## config.mk

```make
export PLATFORM = sky130hd
export DESIGN_NAME = gpio_serial_tx
export DESIGN_NICKNAME = d
export VERILOG_FILES = /design/src/rtl/gpio_serial_tx.sv
export SDC_FILE = /design/constraint.sdc
export NUM_CORES = 1
export LEC_CHECK = 0
export ABC_CLOCK_PERIOD_IN_PS = 2700
export CORE_MARGIN = 2
export CORE_UTILIZATION = 35
export CTS_CLUSTER_DIAMETER = 80
export CTS_CLUSTER_SIZE = 16
export DETAILED_ROUTE_END_ITERATION = 7
export DONT_BUFFER_PORTS = 1
export SLEW_MARGIN = 20
export SYNTH_ARGS = -nofsm -noshare
export SYNTH_HDL_FRONTEND = slang
export SYNTH_SLANG_ARGS = --single-unit
```

## constraint.sdc

```tcl
create_clock -name ps_clk -period 2.7 [get_ports ps_clk]
set_input_delay 0.81 -clock ps_clk [delete_from_list [all_inputs] [get_ports ps_clk]]
set_output_delay 0.81 -clock ps_clk [all_outputs]
set_load 0.01 [all_outputs]
```

## src/rtl/gpio_serial_tx.sv

```systemverilog
// Serial register-load transmitter for the gpio_ctrl protocol: LSB-first sdata with a per-register strobe.
// Optional trigger path (TRIG state, pending flag, trigger line) is built only with GPIO_SERIAL_TX_TRIGGER_EN.
module gpio_serial_tx #(
   parameter int SETUP_CYC = 2,
   parameter int HIGH_CYC  = 2,
   parameter int HOLD_CYC  = 2,
   parameter int TRIG_CYC  = 1
) (
   input  logic         ps_clk,
   input  logic         rst,
   input  logic         cmd_valid,
   output logic         cmd_ready,
   input  logic [2:0]   cmd_reg,
   input  logic [255:0] cmd_data,
   input  logic         trig,
   output logic         cmd_done,
   output logic         busy,
   output logic [15:0]  gpio_ctrl
);

   // Line positions mirror rfsoc_config: sdata, trigger_line, then the eight strobes in cmd_reg order.
   localparam logic [3:0] SDATA_BIT   = 4'd0;
   localparam logic [3:0] TRIG_BIT    = 4'd1;
   localparam logic [3:0] STROBE_BASE = 4'd2;

   localparam int CW = 16;
   localparam logic [CW-1:0] L_SETUP = CW'(SETUP_CYC - 1);
   localparam logic [CW-1:0] L_HIGH  = CW'(HIGH_CYC - 1);
   localparam logic [CW-1:0] L_HOLD  = CW'(HOLD_CYC - 1);
   localparam logic          HOLD_ONE = (HOLD_CYC == 1);

   typedef enum logic [2:0] {
      S_IDLE,
      S_SETUP,
      S_HIGH,
      S_HOLD
`ifdef GPIO_SERIAL_TX_TRIGGER_EN
      , S_TRIG
`endif
   } state_t;

   state_t          r_state;
   logic [CW-1:0]   r_cnt;
   logic [7:0]      r_bit;
   logic [2:0]      r_reg;
   logic [255:0]    r_data;
   logic            r_sdata;
   logic            r_strobe;
   logic            r_cmd_done;
   logic            r_busy;
   logic [7:0]      w_last_idx;
   logic            w_last_bit;
   logic            w_accept;

`ifdef GPIO_SERIAL_TX_TRIGGER_EN
   logic            r_trig_pending;
   logic [CW-1:0]   w_l_trig;
   logic            r_trig_out;
   assign w_l_trig  = CW'(TRIG_CYC - 1);
   assign cmd_ready = (r_state == S_IDLE) & ~r_trig_pending & ~trig;
`else
   logic            w_unused_trig;
   assign w_unused_trig = trig;
   assign cmd_ready     = (r_state == S_IDLE);
`endif

   assign w_accept = cmd_valid & cmd_ready;

   always_comb begin
      w_last_idx = 8'd255;
      case (r_reg)
         3'd0:       w_last_idx = 8'd15;
         3'd6, 3'd7: w_last_idx = 8'd7;
         default:    w_last_idx = 8'd255;
      endcase
   end
   assign w_last_bit = (r_bit == w_last_idx);

   // Phase counters are loaded with length-1 and the phase ends at terminal count zero.
   always_ff @(posedge ps_clk) begin
      if (rst) begin
         r_state    <= S_IDLE;
         r_cnt      <= '0;
         r_bit      <= '0;
         r_reg      <= '0;
         r_data     <= '0;
         r_sdata    <= 1'b0;
         r_strobe   <= 1'b0;
         r_cmd_done <= 1'b0;
         r_busy     <= 1'b0;
`ifdef GPIO_SERIAL_TX_TRIGGER_EN
         r_trig_pending <= 1'b0;
         r_trig_out     <= 1'b0;
`endif
      end else begin
         r_cmd_done <= 1'b0;
`ifdef GPIO_SERIAL_TX_TRIGGER_EN
         if (trig && (r_state != S_IDLE)) r_trig_pending <= 1'b1;
`endif
         case (r_state)
            S_IDLE: begin
`ifdef GPIO_SERIAL_TX_TRIGGER_EN
               if (trig || r_trig_pending) begin
                  r_state        <= S_TRIG;
                  r_cnt          <= w_l_trig;
                  r_trig_out     <= 1'b1;
                  r_trig_pending <= 1'b0;
                  r_busy         <= 1'b1;
               end else
`endif
               if (w_accept) begin
                  r_state <= S_SETUP;
                  r_cnt   <= L_SETUP;
                  r_bit   <= '0;
                  r_reg   <= cmd_reg;
                  r_data  <= cmd_data;
                  r_sdata <= cmd_data[0];
                  r_busy  <= 1'b1;
               end
            end
            S_SETUP: begin
               if (r_cnt == '0) begin
                  r_state  <= S_HIGH;
                  r_cnt    <= L_HIGH;
                  r_strobe <= 1'b1;
               end else begin
                  r_cnt <= r_cnt - CW'(1);
               end
            end
            S_HIGH: begin
               if (r_cnt == '0) begin
                  r_state    <= S_HOLD;
                  r_cnt      <= L_HOLD;
                  r_strobe   <= 1'b0;
                  r_cmd_done <= w_last_bit & HOLD_ONE;
               end else begin
                  r_cnt <= r_cnt - CW'(1);
               end
            end
            S_HOLD: begin
               if (r_cnt == '0) begin
                  if (w_last_bit) begin
                     r_state <= S_IDLE;
                     r_sdata <= 1'b0;
                     r_busy  <= 1'b0;
                  end else begin
                     r_state <= S_SETUP;
                     r_cnt   <= L_SETUP;
                     r_bit   <= r_bit + 8'd1;
                     // mux_set/mask_enable repeat bit 0, so their data is not shifted.
                     if (r_reg < 3'd6) begin
                        r_data  <= {1'b0, r_data[255:1]};
                        r_sdata <= r_data[1];
                     end
                  end
               end else begin
                  r_cnt <= r_cnt - CW'(1);
                  if (w_last_bit && (r_cnt == CW'(1))) r_cmd_done <= 1'b1;
               end
            end
`ifdef GPIO_SERIAL_TX_TRIGGER_EN
            S_TRIG: begin
               if (r_cnt == '0) begin
                  r_state    <= S_IDLE;
                  r_trig_out <= 1'b0;
                  r_busy     <= 1'b0;
               end else begin
                  r_cnt <= r_cnt - CW'(1);
               end
            end
`endif
            default: begin
               r_state <= S_IDLE;
            end
         endcase
      end
   end

   always_comb begin
      gpio_ctrl = '0;
      gpio_ctrl[SDATA_BIT] = r_sdata;
`ifdef GPIO_SERIAL_TX_TRIGGER_EN
      gpio_ctrl[TRIG_BIT] = r_trig_out;
`else
      gpio_ctrl[TRIG_BIT] = 1'b0;
`endif
      gpio_ctrl[STROBE_BASE + 4'(r_reg)] = r_strobe;
   end

   assign cmd_done = r_cmd_done;
   assign busy     = r_busy;

endmodule

```

**After elaboration in Yosys (flattened, before gate mapping)**

Cells that the tools add are included.

- Flip-flop bits (word level): 290
- Bits in latches: 0
- Bits in writable memories: 0
- Bits in read-only memories: 0
- Input bits: 263
- Output and inout bits: 19
- Word-level logic and storage cells: 89
- Memories: 0

- Add/sub/neg operators: 3
- $mul: 0
- Div/mod/pow operators: 0
- Order comparisons: 3
- Equality and inequality tests: 16
- Shifts and indexed selects: 0
- Mux-type cells: 37
- Bitwise gates (word level): 2
- Reduce and logical (&&, ||, !) cells: 19

Operators with widths:

| operator | count |
|---|---|
| $mux W256 | 4 |
| $pmux W256 S2 | 1 |
| $mux W16 | 4 |
| $pmux W16 S3 | 1 |
| $pmux W8 S2 | 2 |
| $mux W8 | 3 |
| $bwmux W16 | 1 |
| $eq A16 B1 Y1 const B | 1 |
| $logic_not A16 Y1 | 1 |
| $reduce_and A4 Y1 | 4 |
| $sub A16 B1 Y16 const B | 1 |
| $mux W1 | 12 |
| $mux W3 | 4 |
| $ne A2 B2 Y1 const B | 6 |
| $pmux W3 S4 | 1 |
| $add A8 B1 Y8 const B | 1 |
| $eq A8 B8 Y1 | 1 |
| $eq A3 B2 Y1 const B | 2 |
| $eq A3 B3 Y1 const B | 2 |
| $logic_not A3 Y1 | 2 |
| $ne A3 B3 Y1 const B | 2 |
| $pmux W1 S2 | 3 |
| $reduce_and A3 Y1 | 2 |
| $lt A4 B5 Y1 const B | 1 |
| 15 further kinds | 18 |

**Depth between registers and ports, before layout**

- Word-level depth: 7
- Gate-level depth with buffers: 9
- Depth with buffers taken out: 7

**Least setup slack after synthesis**

Ideal clock, no wire load.

- Path kind: flip-flop to flip-flop
- Start: reg r_state[0]
- End: reg r_data[255]
- Setup time: 0.117 ns
- Data arrival time: 2.146 ns
- Required time: 2.583 ns
- Setup slack: 0.437 ns
- Cell stages (with the launch flop): 10
- Buffers on the path: 3
- Period minus slack after synthesis: 2.263 ns
- Path through: dfxtp_1 > inv_1 > ha_1 > buf_2 > mux2i_1 > nor2_2 > clkbuf_1 > clkbuf_1 > a21oi_1 > a32o_1

- Word-level cells in the longest chain between the ends: 4
- Elaborated cells between the ends (all ways): 10
- Those cells by class: eq/ne (5); mux (1); bitwise (1); reduce/logical (3)

RTL lines:

| what | RTL line | source |
|---|---|---|
| start: declaration | 42 | `state_t r_state;` |
| start signal: assignment | 82 | `r_state <= S_IDLE;` |
| start signal: assignment | 112 | `r_state <= S_SETUP;` |
| start signal: assignment | 123 | `r_state <= S_HIGH;` |
| $logic_not A3 Y1 * | 64 | `assign cmd_ready = (r_state == S_IDLE);` |
| net cmd_ready | 12 | `output logic cmd_ready,` |
| $and A1 B1 Y1 | 67 | `assign w_accept = cmd_valid & cmd_ready;` |
| $ne A2 B1 Y1 (no line) | -- |  |
| $reduce_and A5 Y1 (no line) | -- |  |
| end signal: assignment | 116 | `r_data <= cmd_data;` |
| end signal: assignment | 152 | `r_data <= {1'b0, r_data[255:1]};` |
| end: declaration | 46 | `logic [255:0] r_data;` |

Mark *: on every way through the listed nets, which the timed path passes. The rest lies on a longest branch.
A chain may end at the register's enable or synchronous reset.

**Final worst setup path**

- Start: reg r_reg[2]
- End: out gpio_ctrl[0]

- Word-level cells in the longest chain between the ends: 6
- Elaborated cells between the ends (all ways): 7
- Those cells by class: add/sub (1); order compare (2); mux (3); reduce/logical (1)

RTL lines:

| what | RTL line | source |
|---|---|---|
| start: declaration | 45 | `logic [2:0] r_reg;` |
| start signal: assignment | 115 | `r_reg <= cmd_reg;` |
| $add A2 B3 Y4 * | 187 | `gpio_ctrl[STROBE_BASE + 4'(r_reg)] = r_strobe;` |
| $lt A4 B5 Y1 (implied by the code) / $ge A4 B1 Y1 (equally long branches) | 187 |  |
| $logic_and A1 B1 Y1 (implied by the code) | 187 |  |
| $mux W1 (implied by the code) | 187 |  |
| $demux W1 S4 * | 187 |  |
| $bwmux W16 * | 187 |  |
| end: declaration | 18 | `output logic [15:0] gpio_ctrl` |

Mark *: on every way between the ends. The rest lies on a longest branch, timed or not.

==> impl_metrics.ini <==
[sta]
period_share = 0.973
skew_ns = 0.0213
max_freq_mhz = 381
finalHoldViolCount = 0
fin_crit_ns = 2.63
setup_viol = 0
rsz0062_at_grt = yes
fin_setup_tns_ns = 0
worstMarginPinSlew_ns = 1.12
finalMaxSlewViolations = 0
max_slew_margin = 0.255

[clock_tree]
clk_pin_slew_ns = 0.07
insertion_delay_ns = 0.55
root_buffer = clkbuf_16
cts-buffers-inserted = 23
cts_buffer_depth = 3
cts_tree = built
htreeDepth = 1
cts_sinks = 288

[logic_synthesis]
yosys.area_share.adder = 0.00895
syn_area_per_cell_um2 = 10.3
synthSimpleGateAreaFrac = 0.0455
syn_area_mm2 = 0.0154
synthFlopType = dfxtp_1
ys_warn_count = 0
synthCells = 1491
ys_async_sr_fraction = 0
synth_top_family_by_area = compound AO/OA/AOI/OAI gates
ys_seq_elements = 288
synth_cell_types = 55
synth_xor_area_frac = 0
synth_mux_area_frac = 0.171
ys_seq_area_frac = 0.375
syn_nets = 1765
synth_edf_count = 0
synth_compound_area_frac = 0.330

[die]
core_area_mm2 = 0.0433
die_y_um = 214
initial_core_util = 0.356
die_w_um = 214
die_area_mm2 = 0.0456
num_io_pins = 282
rows = 76

[drt]
top_layer_used = met4
wl_met2_um = 20300
drcViolationCount = 0
initialDrtViolationCount = 1128
wirelength_um = 44200
wl_met3_um = 3110
vias = 12400
avgViaCountPerCell = 6.29
wl_met1_um = 19800
drt_first_pass_iters = 5
wl_per_cell_um = 22.4
ant_nets = 0

[power]
p_leak_nw = 4.79
vdd_ir_drop_max_uv = 497
fin_total_pwr_mw = 19.6
power_density_mw_per_mm2 = 1170

[cells_and_area]
regArea_mm2 = 0.00577
final_common_cell = dfxtp_1
final_cell_mix = 286 x dfxtp_1, 260 x mux2i_1, 259 x a211oi_1, 186 x a311oi_1, 74 x a311oi_2
drive_gt1_frac = 0.147
fillers = 4261
reg_top3 = r_data: 255 flops, r_cnt: 16 flops, r_bit: 8 flops
finalNonFillerCells = 1971
top_register = r_data
synthToLayoutAreaGrowth_pct = 9.14
multi_input_area_mm2 = 0.00865
largest_register_ff_count = 255
nets = 1653

[global_routing]
gr-total-overflow = 0
grt_pass1_vias = 12200
antenna_found_initial = 1
grt_pass1_wl_um = 69200
grt_max_degree = 287
grt_usage = 0.185

[flow_run]
cap_violations = 0

[placed_design]
io_buffers = 0
dp.cells = 1936
hpwl_um = 26800
globalplace.congestion = 0.784

[critical_path]
crit_arrival_ns = 1.82
critical_path.max_fanout = 6
end_kind = primary output
worstSetupPathType = flop to primary output
cp-start-kind = flop
cp.required_ns = 1.89

[hold_path]
hp-class = primary input to flop

[run_status]
status = complete, no violations
-- path summary, 6_finish.rpt --
check	end	depth (start not counted)	from	slack, ns
worst max-delay path	gpio_ctrl[0]	6	r_reg[2]	0.07
worst min-delay path	r_data[116]	1	rst	0.36
worst max register to register	r_data[48]	7	r_bit[3]	0.23
worst min register to register	r_bit[1]	2	r_bit[1]	0.50
-- cell type report --
cell class	count	area share
Sequential cell	288	0.344
Inverter	12	0.00268
Tap cell	585	0.0436
Antenna cell	1	0.000149
Timing Repair Buffer	74	0.0560
Clock inverter	6	0.00417
Multi-Input combinational cell	980	0.515
Clock buffer	25	0.0347
-- power breakdown --
| group | switching (mW) | internal, mW | total, mW |
|---|---|---|---|
| clock | 1.64 | 1.65 | 3.29 |
| combinational | 5.22 | 4.28 | 9.50 |
| sequential | 0.970 | 5.85 | 6.82 |
-- cell families (layout without fill, tap and decap cells) --
logic type / after synthesis / count (layout)
buffers and inverters: 223 / 117
AND/OR/NAND/NOR: 129 / 129
adder cells (fa/ha/maj): 11 / 11
flip-flops: 288 / 288
multiplexers: 262 / 262
AO/OA/AOI/OAI: 578 / 578
other: 0 / 1
-- Yosys cell counts, drive strengths merged, types with 3 or more instances --
| cell | n | share of area |
|---|---|---|
| clkbuf | 122 | 0.030 |
| o21a | 4 | 0.0020 |
| a22oi | 3 | 0.0015 |
| and3 | 4 | 0.0016 |
| nand3b | 4 | 0.0020 |
| ha | 11 | 0.0089 |
| nor4b | 4 | 0.0031 |
| nand2 | 26 | 0.0063 |
| o31ai | 4 | 0.0020 |
| buf | 89 | 0.037 |
| inv | 12 | 0.0029 |
| nand3 | 14 | 0.0046 |
| nand2b | 7 | 0.0028 |
| nor3 | 10 | 0.0036 |
| mux2i | 260 | 0.17 |
| a21oi | 19 | 0.0062 |
| and2 | 3 | 0.0012 |
| o21ai | 8 | 0.0026 |
| nor2b | 3 | 0.0012 |
| a211oi | 260 | 0.13 |
| nor2 | 34 | 0.0085 |
| a31oi | 8 | 0.0033 |
| nor4 | 6 | 0.0038 |
| a311oi | 260 | 0.18 |
| dfxtp | 288 | 0.37 |
| or3 | 5 | 0.0020 |
-- what timing repair did --
action,4_1_cts,5_1_grt
resized for setup,6,9
hold buffers,0,0
buffers inserted,0,2
pin swaps,0,2
endpoints found under the hold margin,0,0
setup endpoints to repair,13,10
gates cloned,0,1
-- layer usage --
metal,global-route usage,up-vias
met3,0.0482,57
met4,0.0517,0
li1,-,5869
met1,0.253,6108
met5,0,-
met2,0.287,356
-- worst max-delay path, cell delays in order, from the launching register on --
cell and delay [ns]:
dfxtp_2 0.38, buf_4 0.19, inv_1 0.05, ha_1 0.19
nand2_1 0.10, nor2_2 0.04, mux2_4 0.32
-- through the flow --
| stage | util | setup slack (ns) | hold WS, ns | cell area [µm²] |
|---|---|---|---|---|
| after global placement | 0.371 | 0.305 | 0.477 | 16000 |
| final | 0.388 | 0.0738 | 0.360 | 16800 |
| after detailed placement | 0.371 | 0.263 | 0.491 | 16000 |
| after global routing | 0.388 | -0.0259 | 0.336 | 16800 |
| after floorplan | - | 0.437 | 0.462 | 15400 |
| after CTS | 0.386 | 0.00385 | 0.327 | 16700 |
Note: power is estimated with default switching activity, not from simulation.
